File: src/rtl/hazard_fwd_ctrl_pkg.sv
// Shared encodings for the EX forwarding / load-use interlock controller.
package hazard_fwd_ctrl_pkg;

    localparam logic [1:0] FWD_RF  = 2'b00;
    localparam logic [1:0] FWD_WB  = 2'b01;
    localparam logic [1:0] FWD_MEM = 2'b10;

    // Wide enough for a bubble countdown of LOAD_LAT-1 with LOAD_LAT <= 3.
    localparam int unsigned BCNT_W = 2;

    typedef enum logic {
        IDLE  = 1'b0,
        ILOCK = 1'b1
    } state_e;

endpackage

File: src/rtl/fwd_sel_unit.sv
// Forward-mux select for one EX-stage source operand; EX/MEM wins over MEM/WB.
module fwd_sel_unit
    import hazard_fwd_ctrl_pkg::*;
#(
    parameter int unsigned RA_W = 5
) (
    input  logic [RA_W-1:0] id_ex_rs,
    input  logic            ex_mem_regw,
    input  logic [RA_W-1:0] ex_mem_rd,
    input  logic            mem_wb_regw,
    input  logic [RA_W-1:0] mem_wb_rd,
    output logic [1:0]      fwd_sel
);

    always_comb begin
        fwd_sel = FWD_RF;
        if (ex_mem_regw && (ex_mem_rd != '0) && (ex_mem_rd == id_ex_rs))
            fwd_sel = FWD_MEM;
        else if (mem_wb_regw && (mem_wb_rd != '0) && (mem_wb_rd == id_ex_rs))
            fwd_sel = FWD_WB;
    end

endmodule

File: src/rtl/hazard_fwd_ctrl.sv
// Operand forwarding, load-use interlock with configurable bubble count,
// data-memory wait freeze and saturating stall/forward counters.
module hazard_fwd_ctrl
    import hazard_fwd_ctrl_pkg::*;
#(
    parameter int unsigned RA_W     = 5,
    parameter int unsigned NUM_SRC  = 2,
    parameter int unsigned LOAD_LAT = 1,
    parameter int unsigned CNT_W    = 16
) (
    input  logic                    clk,
    input  logic                    rst_n,
    input  logic [NUM_SRC*RA_W-1:0] if_id_rs,
    input  logic [NUM_SRC*RA_W-1:0] id_ex_rs,
    input  logic                    id_ex_memread,
    input  logic [RA_W-1:0]         id_ex_rd,
    input  logic                    ex_mem_regw,
    input  logic [RA_W-1:0]         ex_mem_rd,
    input  logic                    mem_wb_regw,
    input  logic [RA_W-1:0]         mem_wb_rd,
    input  logic                    dmem_wait,
    output logic [NUM_SRC*2-1:0]    fwd_sel,
    output logic                    stall_pc,
    output logic                    stall_if_id,
    output logic                    bubble_id_ex,
    output logic                    freeze_all,
    output logic [CNT_W-1:0]        stall_cnt,
    output logic [CNT_W-1:0]        fwd_cnt
);

    state_e              state_q, state_d;
    logic [BCNT_W-1:0]   bcnt_q, bcnt_d;
    logic [CNT_W-1:0]    stall_cnt_q, fwd_cnt_q;
    logic                haz;
    logic                stall_c, bubble_c, freeze_c;

    for (genvar k = 0; k < NUM_SRC; k++) begin : g_fwd
        fwd_sel_unit #(.RA_W(RA_W)) u_fwd (
            .id_ex_rs    (id_ex_rs[k*RA_W +: RA_W]),
            .ex_mem_regw (ex_mem_regw),
            .ex_mem_rd   (ex_mem_rd),
            .mem_wb_regw (mem_wb_regw),
            .mem_wb_rd   (mem_wb_rd),
            .fwd_sel     (fwd_sel[k*2 +: 2])
        );
    end

    always_comb begin
        haz = 1'b0;
        for (int unsigned k = 0; k < NUM_SRC; k++) begin
            if (id_ex_rd == if_id_rs[k*RA_W +: RA_W])
                haz = 1'b1;
        end
        haz = haz & id_ex_memread & (id_ex_rd != '0);
    end

    // Memory wait overrides everything: state and countdown hold, no bubble.
    always_comb begin
        state_d  = state_q;
        bcnt_d   = bcnt_q;
        stall_c  = 1'b0;
        bubble_c = 1'b0;
        freeze_c = 1'b0;
        if (dmem_wait) begin
            freeze_c = 1'b1;
            stall_c  = 1'b1;
        end else begin
            case (state_q)
                IDLE: begin
                    if (haz) begin
                        stall_c  = 1'b1;
                        bubble_c = 1'b1;
                        if (LOAD_LAT > 1) begin
                            state_d = ILOCK;
                            bcnt_d  = BCNT_W'(LOAD_LAT - 1);
                        end
                    end
                end
                ILOCK: begin
                    stall_c  = 1'b1;
                    bubble_c = 1'b1;
                    bcnt_d   = bcnt_q - 1'b1;
                    if (bcnt_q == BCNT_W'(1))
                        state_d = IDLE;
                end
                default: state_d = IDLE;
            endcase
        end
    end

    // Gated by rst_n so a reset mid-interlock drops the stalls immediately.
    assign stall_pc     = stall_c  & rst_n;
    assign stall_if_id  = stall_c  & rst_n;
    assign bubble_id_ex = bubble_c & rst_n;
    assign freeze_all   = freeze_c & rst_n;

    always_ff @(posedge clk or negedge rst_n) begin
        if (!rst_n) begin
            state_q     <= IDLE;
            bcnt_q      <= '0;
            stall_cnt_q <= '0;
            fwd_cnt_q   <= '0;
        end else begin
            state_q <= state_d;
            bcnt_q  <= bcnt_d;
            if (stall_c && (stall_cnt_q != '1))
                stall_cnt_q <= stall_cnt_q + 1'b1;
            if ((fwd_sel != '0) && !dmem_wait && (fwd_cnt_q != '1))
                fwd_cnt_q <= fwd_cnt_q + 1'b1;
        end
    end

    assign stall_cnt = stall_cnt_q;
    assign fwd_cnt   = fwd_cnt_q;

endmodule
File: config.mk
export PLATFORM = sky130hd
export DESIGN_NAME = hazard_fwd_ctrl
export DESIGN_NICKNAME = d
export VERILOG_FILES = /design/src/rtl/hazard_fwd_ctrl_pkg.sv /design/src/rtl/fwd_sel_unit.sv /design/src/rtl/hazard_fwd_ctrl.sv
export SDC_FILE = /design/constraint.sdc
export NUM_CORES = 1
export LEC_CHECK = 0
export BUFFER_PORTS_ARGS = -buffer_cell sky130_fd_sc_hd__buf_2
export CAP_MARGIN = 20
export CORE_ASPECT_RATIO = 0.75
export CORE_MARGIN = 2
export CORE_UTILIZATION = 35
export CTS_CLUSTER_DIAMETER = 30
export DETAILED_ROUTE_END_ITERATION = 6
export SLEW_MARGIN = 20
export SYNTH_ARGS = -nofsm -noshare
export SYNTH_HDL_FRONTEND = slang
export SYNTH_HIERARCHICAL = 1
export SYNTH_SLANG_ARGS = --single-unit
File: constraint.sdc
create_clock -name clk -period 3.9 [get_ports clk]
set_input_delay 0.195 -clock clk [delete_from_list [all_inputs] [get_ports clk]]
set_output_delay 0.195 -clock clk [all_outputs]
set_load 0.005 [all_outputs]
# [Word-level counts from Yosys, hierarchy flattened]
# Index checks and enable logic that the tools add are counted.
[word_totals] register_bits=35 input_bits=41
[op_classes] add_sub_neg=3 eq_ne=9 muxes=13 bitwise=7 n_reduce_logical=15
[ops] operator="$add 16x1->16 const B" count=2
[ops] operator="$ne 16x16->1 const B" count=2
[ops] operator="$eq 5x5->1" count=6
[ops] operator="$reduce_bool 5->1" count=3
[ops] operator="$mux 1" count=10
[ops] operator="$logic_and 1x1->1" count=9
[ops] operator="$and 1x1->1" count=5
[ops] operator="$mux 2" count=2
[ops] operator="$reduce_bool 4->1" count=1
[ops] operator="$eq 2x1->1 const B" count=1
[ops] operator="$not 1->1" count=2
[ops] operator="$pmux 1 s2" count=1
[ops] operator="$reduce_and 2->1" count=1
[ops] operator="$sub 2x1->2 const B" count=1
[ops] operator="$logic_not 1->1" count=1

# [Longest topological paths before layout]
# Gate-level depths: netlist of the first run.
[depth] depth_word=9 ltp_mapped=10

# [Hierarchy]
# Netlist of the first run, hierarchy kept.
[modules_own_cells] mod="hazard_fwd_ctrl" instances=1 cells_per_inst=165 area_per_inst_um2=1789.2
[modules_own_cells] mod="fwd_sel_unit" instances=2 cells_per_inst=20 area_per_inst_um2=151.4

# [Worst setup path before layout of the first run]
# OpenSTA, ideal clock, no wires.
[synth_timing] path_type="input-to-reg" startpoint="in ex_mem_rd[0]" endpoint="reg fwd_cnt_q[9], in the netlist fwd_cnt[9]" setup_ns=0.079 arrival_time_ns=1.779 setup_slack_ns=2.042 stages=8 path_buffers=0 path_cell_list="o41ai_2 a211oi_2 nor3_2 nor4_1 nor4_1 nand2_1 nor2_1 xor2_1"
[synth_via] elab_chain_len=7
[synth_rtl] element="start, declared" line_no="hazard_fwd_ctrl.sv:18" rtl="input logic [RA_W-1:0] ex_mem_rd,"
[synth_rtl] element="$reduce_bool 5->1" line_no="fwd_sel_unit.sv:17" rtl="if (ex_mem_regw && (ex_mem_rd != '0) && (ex_mem_rd == id_ex_rs))"
[synth_rtl] element="$logic_and 1x1->1" line_no="fwd_sel_unit.sv:17"
[synth_rtl] element="$logic_and 1x1->1 (*)" line_no="fwd_sel_unit.sv:17"
[synth_rtl] element="$mux 2 (*)" line_no="fwd_sel_unit.sv:17"
[synth_rtl] element="net fwd_sel[1]" line_no="hazard_fwd_ctrl.sv:22" rtl="output logic [NUM_SRC*2-1:0] fwd_sel,"
[synth_rtl] element="$reduce_bool 4->1 (*)" line_no="hazard_fwd_ctrl.sv:108" rtl="if ((fwd_sel != '0) && !dmem_wait && (fwd_cnt_q != '1))"
[synth_rtl] element="$logic_and 1x1->1 (*) (2 in series)" line_no="hazard_fwd_ctrl.sv:108"
[synth_rtl] element="end signal, assigned" line_no="hazard_fwd_ctrl.sv:109" rtl="fwd_cnt_q <= fwd_cnt_q + 1'b1;"
[synth_rtl] element="end, declared" line_no="hazard_fwd_ctrl.sv:33" rtl="logic [CNT_W-1:0] stall_cnt_q, fwd_cnt_q;"
# Mark *: on every way through the listed nets, which the timed path passes. The rest lies on a longest branch.
# A chain may end at the register's enable or synchronous reset.

# [Worst setup path in the final report of the first run]
[layout_timing] startpoint="in id_ex_rd[3]" endpoint="out stall_pc"
[layout_via] elab_chain_len=9
[layout_rtl] element="start, declared" line_no="hazard_fwd_ctrl.sv:16" rtl="input logic [RA_W-1:0] id_ex_rd,"
[layout_rtl] element="$eq 5x5->1" line_no="hazard_fwd_ctrl.sv:51" rtl="if (id_ex_rd == if_id_rs[k*RA_W +: RA_W])"
[layout_rtl] element="$mux 1 (2 in series)" line_no="hazard_fwd_ctrl.sv:51"
[layout_rtl] element="$and 1x1->1" line_no="hazard_fwd_ctrl.sv:54" rtl="haz = haz & id_ex_memread & (id_ex_rd != '0);"
[layout_rtl] element="$and 1x1->1 (*)" line_no="hazard_fwd_ctrl.sv:54"
[layout_rtl] element="$mux 1 (*)" line_no="hazard_fwd_ctrl.sv:70" rtl="if (haz) begin"
[layout_rtl] element="$pmux 1 s2 (*)" line_no="hazard_fwd_ctrl.sv:68" rtl="case (state_q)"
[layout_rtl] element="$mux 1 (*)" line_no="hazard_fwd_ctrl.sv:64" rtl="if (dmem_wait) begin"
[layout_rtl] element="$and 1x1->1 (*)" line_no="hazard_fwd_ctrl.sv:92" rtl="assign stall_pc = stall_c & rst_n;"
[layout_rtl] element="end, declared" line_no="hazard_fwd_ctrl.sv:23" rtl="output logic stall_pc,"
# Every way passes the cells marked *; elsewhere a longest branch is shown, timed or not.

==> key figures, run 1 <==
Status
  – Status: finished, violations left
  – Failing checks: hold timing

Run
  – Max cap viols: 0

Worst hold path
  – Hold WC Path Type: in -> async

GRT
  – GRT Resource Usage Total: 0.1520
  – Initial antenna violation count: 0
  – Total global routing overflow: 0
  – Largest net degree at the start of global routing: 39
  – First-pass GRT wire length: 8114 um
  – Vias in the first global route: 1,688

Cells and area
  – Fin util: 0.4631
  – Layout Nets: 333
  – Fraction of layout cells with a size suffix above 1: 0.3517
  – Commonest non-fill, non-tap cells in the layout: 80 x buf_2, 36 x xnor2_1, 35 x dfrtp_1, 20 x xor2_1
  – Layout area overhead: 28.29%
  – Most common cell after layout, fill and taps aside: buf_2
  – Antenna diodes: 0

Worst setup path
  – Worst endpoint data arrival time: ~1700 ps
  – Required @ worst endpoint: about 3700 ps
  – Critical Path Start Type: input pin
  – Critical Path Slowest Stage Cell: o21ai_2
  – CP Cell Sequence: buf_2, xor2_1, nor3_1, a22oi_1, o21ai_2, and2_1, buf_2
  – Setup CP Type: in -> out
  – CP max stage delay: 590 ps
  – Crit-path max FO: 16
  – Most frequent CP cell: buf_2
  – CP endpoint kind: output port

Synth
  – Post-Syn Instances: between 200 and 250
  – Synthesized area per cell: 10.20 um2
  – Top-area cell type share of the netlist area: 0.4187
  – Syn nets: approximately 250
  – Sequential element share of the synthesized area: 0.4187
  – Cell area after synthesis: 2092 um2
  – Largest cells by area after synthesis: dfrtp_1 42%, xnor2_1 15%, xor2_1 8.4%
  – Post-synth cell types: 39
  – YS warnings: 6
  – Post-synthesis register bit count: 35
  – Dominant cell type by area after synthesis: dfrtp_1

Detailed routing
  – Initial DRC Count: between 60 and 70
  – Routed Antenna Nets: 0
  – Final WL: 4878 um
  – Vias per cell: 4.859
  – DR vias: roughly 1,800
  – DRT Pass-1 Iters: 4
  – Drt drc: 0
  – Wire per inst: 13.26 um

Timing
  – Min Clock Period, post-route: roughly 1900 ps
  – Final slew viol count: 0
  – RSZ-0062 raised after global routing: no
  – Hold_ws: -0.7972 ps
  – Worst clock skew: around 4.5 ps
  – Final setup violation count: 0
  – FMAX: 0.5181 GHz
  – Max_slew headroom: 0.4594
  – Fin Setup TNS: 0 ps
  – Final hold vios: 2
  – Period utilization: 0.4949
  – Worst-Margin Slew: between 800 and 900 ps

Clocking
  – Post-CTS sizing: 0
  – CTS tree: yes
  – Clk slew on worst S/H paths: 70 ps
  – H-tree depth: 2
  – Post-CTS Setup Bufs: 0
  – CTS Buf Count: 5
  – Root Driver: clkbuf_8
  – Clk sinks: 35
  – Max Buffers Root-to-Sink: 2
  – Hold Buf Count CTS: 0
  – Clock latency on the worst-skew pair: roughly 280 ps

Floorplan
  – Die Area: 6618 um2
  – Die height: 70.96 um
  – Core area: around 5800 um2
  – Starting Density: 0.3610
  – # IOs: 81
  – Rows: 24
  – Die W: roughly 93 um

Power and ir drop
  – PD cells: between 300 and 400 nW/um2
  – Leakage: ~1.3 nW
  – VDD IR-drop max: around 0.25 mV

Placed design
  – I/O Buffers: 80
  – DP HPWL: between 3000 and 4000 um
  – Final Wtd Congestion: approximately 0.83
[Yosys cell counts, drive strengths merged]
master,instances
mux2i,1
o41ai,2
and4,3
dfrtp,35
nand4,11
nor3,8
and3,9
ha,3
and2,5
a211oi,2
nand3,17
inv,2
o21ai,2
nor2,11
xor2,20
buf,3
a21oi,2
nor2b,1
a22oi,1
xnor2,36
o211a,1
or4,1
a21boi,2
nand2,17
a31oi,2
nand2b,1
nor4,4
mux2,3
[metrics by stage]
| step | area, um2 | cells | worst slack (ps) | hold slack, ps | power (mW) |
|---|---|---|---|---|---|
| after floorplan | 2092 | 205 | 2042 | -100.6 | 0.5930 |
| after global placement | 2566 | 360 | 1822 | 339.9 | 0.7076 |
| after detailed placement | 2566 | 360 | 1684 | 335.4 | 0.7132 |
| after CTS | 2684 | 368 | 1974 | 27.06 | 1.052 |
| after global routing | 2684 | 368 | 1713 | 65.20 | 1.110 |
| final | 2684 | 368 | 1970 | -0.7972 | 1.045 |
[critical path: cells and delay by family]
family	cells	cell delay, ps
AO/OA/AOI/OAI	2	730
XOR/XNOR	1	160
buffers and inverters	2	230
AND/OR/NAND/NOR	2	420
[per-layer routing]
| layer | wire length, um | track usage | share of wire | up-vias |
|---|---|---|---|---|
| met5 | 0 | 0 | 0 | - |
| met4 | 55 | 0.04575 | 0.011 | 0 |
| met3 | 185 | 0.04047 | 0.038 | 6 |
| met2 | 2184 | 0.2206 | 0.45 | 33 |
| met1 | 2453 | 0.2221 | 0.50 | 861 |
| li1 | - | - | - | 888 |
[power by group]
group          switching (mW)  internal [mW]  total (mW)  leakage, nW
Clock                   0.131          0.207       0.337       0.0612
Combinational           0.109          0.124       0.234        0.793
Sequential             0.0631          0.411       0.474        0.474
[registers in the layout (all words and copies together) (netlist names)]
register	flops
bcnt_q	2
state_q	1
fwd_cnt	16
stall_cnt	16
[area by class of cell]
| class | instances | area, um2 |
|---|---|---|
| Tap cell | 78 | 97.59 |
| Clock inverter | 2 | 35.03 |
| Sequential cell | 35 | 875.8 |
| Fill cell | 580 | 3112 |
| Clock buffer | 6 | 82.58 |
| Inverter | 2 | 7.507 |
| Timing Repair Buffer | 80 | 400.4 |
| Multi-Input combinational cell | 165 | 1185 |
[logic make-up (layout without fill, tap and decap cells)]
| logic type | after synthesis | after routing | share of synthesized area |
|---|---|---|---|
| xor+xnor | 56 | 56 | 0.2344 |
| buf+inv | 5 | 90 | 0.01495 |
| simple gates | 88 | 88 | 0.2309 |
| compound gates | 14 | 14 | 0.06041 |
| flops | 35 | 35 | 0.4187 |
| fa+ha+maj | 3 | 3 | 0.01794 |
| mux | 4 | 4 | 0.02272 |
[final timing paths]
check / startpoint / endpoint / slack [ps] / depth (start not counted)
setup / recovery: id_ex_rd[3] / stall_pc / 1970 / 7
hold / removal: rst_n / fwd_cnt[8]$_DFFE_PN0P_ / -0.8 / 1
setup reg to reg: stall_cnt[6]$_DFFE_PN0P_ / stall_cnt[1]$_DFFE_PN0P_ / 1980 / 6
hold reg to reg: bcnt_q[0]$_DFFE_PN0P_ / bcnt_q[0]$_DFFE_PN0P_ / 480 / 1
max in group asynchronous: rst_n / stall_cnt[15]$_DFFE_PN0P_ / 3390 / 1
min in group clk: dmem_wait / state_q$_DFFE_PN0N_ / 250 / 3
Power figures use the tool's default switching activity.
==> run 2, diff against run 1 <==
- clock period: 3.9 -> 1.8 ns (I/O delays scaled with it)
==> key figures, run 2 (synthesized netlist as in run 1, its figures left out) <==
Worst setup path
  – CP max stage delay: 410 ps (-180 ps)
  – Most frequent CP cell: and3_1
  – Crit path from: stall_cnt[8]$_DFFE_PN0P_
  – Worst endpoint data arrival time: 1860 ps (+120 ps)
  – Setup CP Type: reg -> reg
  – Critical Path Start Type: register
  – FF-to-FF Start: stall_cnt[8]$_DFFE_PN0P_
  – R2r setup slk: 120 ps (-1860 ps)
  – Worst Path Buf+Inv: 1 (-1)
  – Critical Path Slowest Stage Cell: dfrtp_1
  – Required @ worst endpoint: 1970 ps (-1730 ps)
  – Crit-path max FO: 4 (-12)
  – CP Cell Sequence: and3_1, and2_1, and3_1, a21boi_1, buf_4, nand4_1, xnor2_1
  – Largest delay contributor family on the critical path: simple AND/OR/NAND/NOR gates
  – CP endpoint kind: register

Placed design
  – Cells after DPL: 375 (+4.2%)
  – Post-DP Area: 2679 um2 (+4.4%)
  – Final Wtd Congestion: 0.8190 (-1.3%)
  – DP HPWL: 4105 um (+7.6%)
  – I/O Buffers: 80 (unchanged)
  – Setup WS pre-CTS: -273.8 ps (-1958 ps)

Floorplan
  – Die height: 70.96 um (unchanged)
  – Rows: 24 (unchanged)
  – Core area: 5796 um2 (unchanged)
  – Die W: 93.27 um (unchanged)
  – # IOs: 81 (unchanged)
  – Starting Density: 0.3610 (unchanged)
  – Die Area: 6618 um2 (unchanged)

Cells and area
  – Fin cells: 384 (+4.3%)
  – Fraction of layout cells with a size suffix above 1: 0.3954 (+0.04370)
  – Fillcell total: 569 (-1.9%)
  – Post-route cell area: 2813 um2 (+4.8%)
  – Commonest non-fill, non-tap cells in the layout: 80 x buf_2, 36 x xnor2_1, 35 x dfrtp_1, 20 x xor2_1
  – Antenna diodes: 0 (unchanged)
  – Layout area overhead: 34.45%
  – Layout Nets: 349 (+4.8%)
  – Most common cell after layout, fill and taps aside: buf_2

Detailed routing
  – Initial DRC Count: 86 (+32%)
  – Vias per cell: 4.758 (-2.1%)
  – Routed Antenna Nets: 0 (unchanged)
  – DR vias: 1,827 (+2.2%)
  – Final WL: 5039 um (+3.3%)
  – Wire per inst: 13.12 um (-1.0%)
  – DRT Pass-1 Iters: 4 (unchanged)
  – Drt drc: 0 (unchanged)

Worst hold path
  – Hold Startpoint: dmem_wait
  – Hold WC Path Type: in -> reg

Timing
  – Hold_ws: 164.3 ps (+165.0 ps)
  – Min Clock Period, post-route: 1683 ps
  – Setup ws final: 116.7 ps (-1853 ps)
  – Final hold vios: 0 (-2)
  – Worst-Margin Slew: 438.8 ps (-372.2 ps)
  – FMAX: 0.5941 GHz
  – Period utilization: 0.9352
  – RSZ-0062 raised after global routing: yes
  – Fin Setup TNS: 0 ps (unchanged)
  – Final setup violation count: 0 (unchanged)
  – Max_slew headroom: 0.7048 (+0.2454)
  – Worst clock skew: 7.146 ps (+2.675 ps)
  – Final slew viol count: 0 (unchanged)

GRT
  – GRT Resource Usage Total: 0.1624 (+0.01038)
  – Largest net degree at the start of global routing: 16 (-59%)
  – Vias in the first global route: 1,727 (+2.3%)
  – Total global routing overflow: 0 (unchanged)
  – First-pass GRT wire length: 8576 um (+5.7%)
  – Initial antenna violation count: 0 (unchanged)

Power and ir drop
  – PD cells: 797.3 nW/um2 (+100%)
  – VDD IR-drop max: 0.5073 mV (+100%)
  – Leakage: 1.397 nW (+5.2%)

Clocking
  – Clock latency on the worst-skew pair: 290 ps (about the same)
  – Root Driver: clkbuf_8
  – Post-CTS Setup Bufs: 0 (unchanged)
  – Clk slew on worst S/H paths: 70 ps (about the same)
  – CTS tree: yes
  – Max Buffers Root-to-Sink: 2 (unchanged)
  – CTS Buf Count: 5 (unchanged)
  – H-tree depth: 2 (unchanged)
  – Clk sinks: 35 (unchanged)

Run
  – Max cap viols: 0 (unchanged)

Status
  – Status: completed
## run 2: cell types whose count changed in the layout (fill, tap and decap cells not counted), sizes merged
| cell | previous run | this run |
|---|---|---|
| dlygate4sd3 | 0 | 1 |
| bufinv | 1 | 0 |
| clkinv | 1 | 0 |
| clkbuf | 6 | 8 |
| buf | 80 | 95 |
## run 2: power breakdown
part / switching, mW / internal [mW] / total, mW
Combinational: 0.291 / 0.332 / 0.623
Clock: 0.280 / 0.349 / 0.629
Sequential: 0.100 / 0.890 / 0.990
Total: 0.671 / 1.57 / 2.24
## run 2: path summary, 6_finish.rpt
check,end,cells after the start
max,stall_cnt[8]$_DFFE_PN0P_,7
min,state_q$_DFFE_PN0N_,3
max reg2reg,stall_cnt[8]$_DFFE_PN0P_,7
min reg2reg,stall_cnt[9]$_DFFE_PN0P_,1
max in group asynchronous,stall_cnt[5]$_DFFE_PN0P_,3
min in group asynchronous,stall_cnt[10]$_DFFE_PN0P_,2
## run 2: cell type report
class / instances / area, um2 / area share
repair buffers: 96 / 523.0 / 0.1859
clock buffers: 8 / 100.1 / 0.03559
multi-input cells: 165 / 1209 / 0.4297
inverters: 2 / 7.507 / 0.002669
flip-flops and latches: 35 / 875.8 / 0.3114
well taps: 78 / 97.59 / 0.03470
## run 2: worst reg2reg max path: cells and delay by family, from the launching register on
family / cells / cell delay, ps
simple gates: 4 / 730
flops: 1 / 410
compound gates: 1 / 160
buf+inv: 1 / 140
xor+xnor: 1 / 140
## run 2: routing by layer
metal  up-vias  routed length, um  track usage
li1        926                  -            -
met1       861               2538       0.2402
met2        35               2259       0.2398
met3         5                199      0.03621
met4         0                 42      0.04412
met5         -                  0            0
## run 2: repair_timing
item | 4_1_cts | 5_1_grt
hold endpoints to repair | 10 | 0
hold buffers | 1 | 0
resized for setup | 0 | 5
setup endpoints to repair | 0 | 12
## run 2: stage by stage
step,total power [mW],util
after global placement,1.599,0.4622
after global routing,2.401,0.4853
after detailed placement,1.627,0.4622
after CTS,2.273,0.4812
final,2.243,0.4853
after floorplan,1.285,-
==> run 3, diff against run 2 <==
- CTS_CLUSTER_SIZE: not set -> 14
- SETUP_SLACK_MARGIN: not set -> 0.4
==> key figures, run 3 (synthesized netlist as in run 1, its figures left out) <==
Clocking
  – Max Buffers Root-to-Sink: 2 (unchanged)
  – Root Driver: clkbuf_8
  – Clk sinks: 35 (unchanged)
  – CTS Buf Count: 5 (unchanged)
  – Clock latency on the worst-skew pair: 290 ps (about the same)
  – CTS tree: yes
  – H-tree depth: 2 (unchanged)
  – Clk slew on worst S/H paths: 70 ps (about the same)

Detailed routing
  – Routed Antenna Nets: 0 (unchanged)
  – DR vias: 1,964 (+7.5%)
  – Initial DRC Count: 53 (-38%)
  – Wire per inst: 14.33 um (+9.2%)
  – Vias per cell: 4.790 (+0.68%)
  – Drt drc: 0 (unchanged)
  – DRT Pass-1 Iters: 4 (unchanged)
  – Final WL: 5875 um (+17%)

Floorplan
  – Die height: 70.96 um (unchanged)
  – Die Area: 6618 um2 (unchanged)
  – Die W: 93.27 um (unchanged)
  – Starting Density: 0.3610 (unchanged)
  – # IOs: 81 (unchanged)
  – Core area: 5796 um2 (unchanged)
  – Rows: 24 (unchanged)

Timing
  – Max_slew headroom: 0.7320 (+0.02725)
  – Worst clock skew: 6.480 ps (-0.6661 ps)
  – RSZ-0062 raised after global routing: yes
  – Fin Setup TNS: 0 ps (unchanged)
  – FMAX: 0.6172 GHz (+3.9%)
  – Period utilization: 0.9002 (-0.03502)
  – Worst-Margin Slew: 398.3 ps (-40.51 ps)
  – Final hold vios: 0 (unchanged)
  – Final setup violation count: 0 (unchanged)
  – Min Clock Period, post-route: 1620 ps (-63.03 ps)
  – Final slew viol count: 0 (unchanged)

GRT
  – Largest net degree at the start of global routing: 19 (+3)
  – Vias in the first global route: 1,993 (+15%)
  – Total global routing overflow: 0 (unchanged)
  – Initial antenna violation count: 0 (unchanged)
  – First-pass GRT wire length: 9280 um (+8.2%)
  – GRT Resource Usage Total: 0.1781 (+0.01575)

Cells and area
  – Fin util: 0.5961 (+0.1108)
  – Commonest non-fill, non-tap cells in the layout: 67 x buf_2, 37 x buf_4, 35 x dfrtp_1, 30 x xnor2_1, 20 x xor2_1
  – Fraction of layout cells with a size suffix above 1: 0.5783 (+0.1829)
  – Most common cell after layout, fill and taps aside: buf_2
  – Layout area overhead: 65.13%
  – Fin cells: 410 (+6.8%)
  – Fillcell total: 484 (-15%)
  – Layout Nets: 375 (+7.4%)
  – Antenna diodes: 0 (unchanged)
  – Multi-input gate area: 1538 um2 (+27%)
  – Register area: 875.8 um2 (unchanged)

Worst setup path
  – Setup CP Type: reg -> reg
  – Worst endpoint data arrival time: 1790 ps (-70 ps)
  – CP endpoint kind: register
  – Required @ worst endpoint: 1970 ps (about the same)
  – Critical Path Start Type: register
  – Crit-path max FO: 7 (+3)

Run
  – Max cap viols: 0 (unchanged)

Power and ir drop
  – PD cells: 748.3 nW/um2 (-6.2%)
  – Leakage: 1.635 nW (+17%)
  – VDD IR-drop max: 0.3211 mV (-37%)

Status
  – Status: completed

Placed design
  – I/O Buffers: 80 (unchanged)
  – Cells after DPL: 377 (+0.53%)
  – Final Wtd Congestion: 0.8909 (+8.8%)
  – DP HPWL: 4186 um (+2.0%)

Worst hold path
  – Hold WC Path Type: in -> reg
[run 3: changes by cell type in the layout (fill, tap and decap cells not counted), sizes merged]
cell / change
clkbuf: +1
buf: +25
[run 3: path summary, 6_finish.rpt]
check,from,to,slack (ps),cells after the start
max reg2reg,fwd_cnt[4]$_DFFE_PN0P_,fwd_cnt[1]$_DFFE_PN0P_,180,5
min,dmem_wait,state_q$_DFFE_PN0N_,180,3
min in group asynchronous,rst_n,bcnt_q[0]$_DFFE_PN0P_,210,2
max,fwd_cnt[4]$_DFFE_PN0P_,fwd_cnt[1]$_DFFE_PN0P_,180,5
max in group asynchronous,rst_n,fwd_cnt[5]$_DFFE_PN0P_,1050,3
min reg2reg,bcnt_q[0]$_DFFE_PN0P_,bcnt_q[0]$_DFFE_PN0P_,480,1
[run 3: layout make-up]
class	count	share of cell area
sequential	35	0.2535
tap	78	0.02825
multi-input combinational	165	0.4451
timing repair buffer	122	0.2419
clock buffer	8	0.02898
inverter	2	0.002173
[run 3: stage by stage]
stage	hold slack, ps	power, mW	instance area (um2)	worst slack, ps
2_1_floorplan	-205.6	1.348	2250	97.27
3_3_place_gp	-12.01	1.662	2867	-175.1
3_5_place_dp	-13.37	1.677	2867	-168.9
4_1_cts	165.7	2.492	3302	201.8
5_1_grt	179.5	2.732	3455	50.31
6_report	176.0	2.585	3455	179.7
[run 3: critical path: stages (launching register included)]
cell and delay (ps):
dfrtp_1 390, and3_4 210, and4_4 260, nand4_4 130
and2_4 220, mux2_4 300
[run 3: power by group]
| part | leakage [nW] | switching [mW] | internal (mW) |
|---|---|---|---|
| sequential | 0.474 | 0.0908 | 0.890 |
| combinational | 1.11 | 0.418 | 0.554 |
| clock | 0.0515 | 0.283 | 0.349 |
[run 3: timing repair]
item,CTS,global route
hold buffers,1,0
endpoints found under the hold margin,17,0
resized for setup,39,26
setup endpoints to repair,33,34
buffers inserted,19,5
pin swaps,28,26
[run 3: per-layer routing]
metal | vias to the layer above | GRT usage | routed length (um)
met3 | 8 | 0.03940 | 277
met2 | 50 | 0.2766 | 2712
met5 | - | 0 | 0
met1 | 929 | 0.2495 | 2796
met4 | 0 | 0.05556 | 88
li1 | 977 | - | -
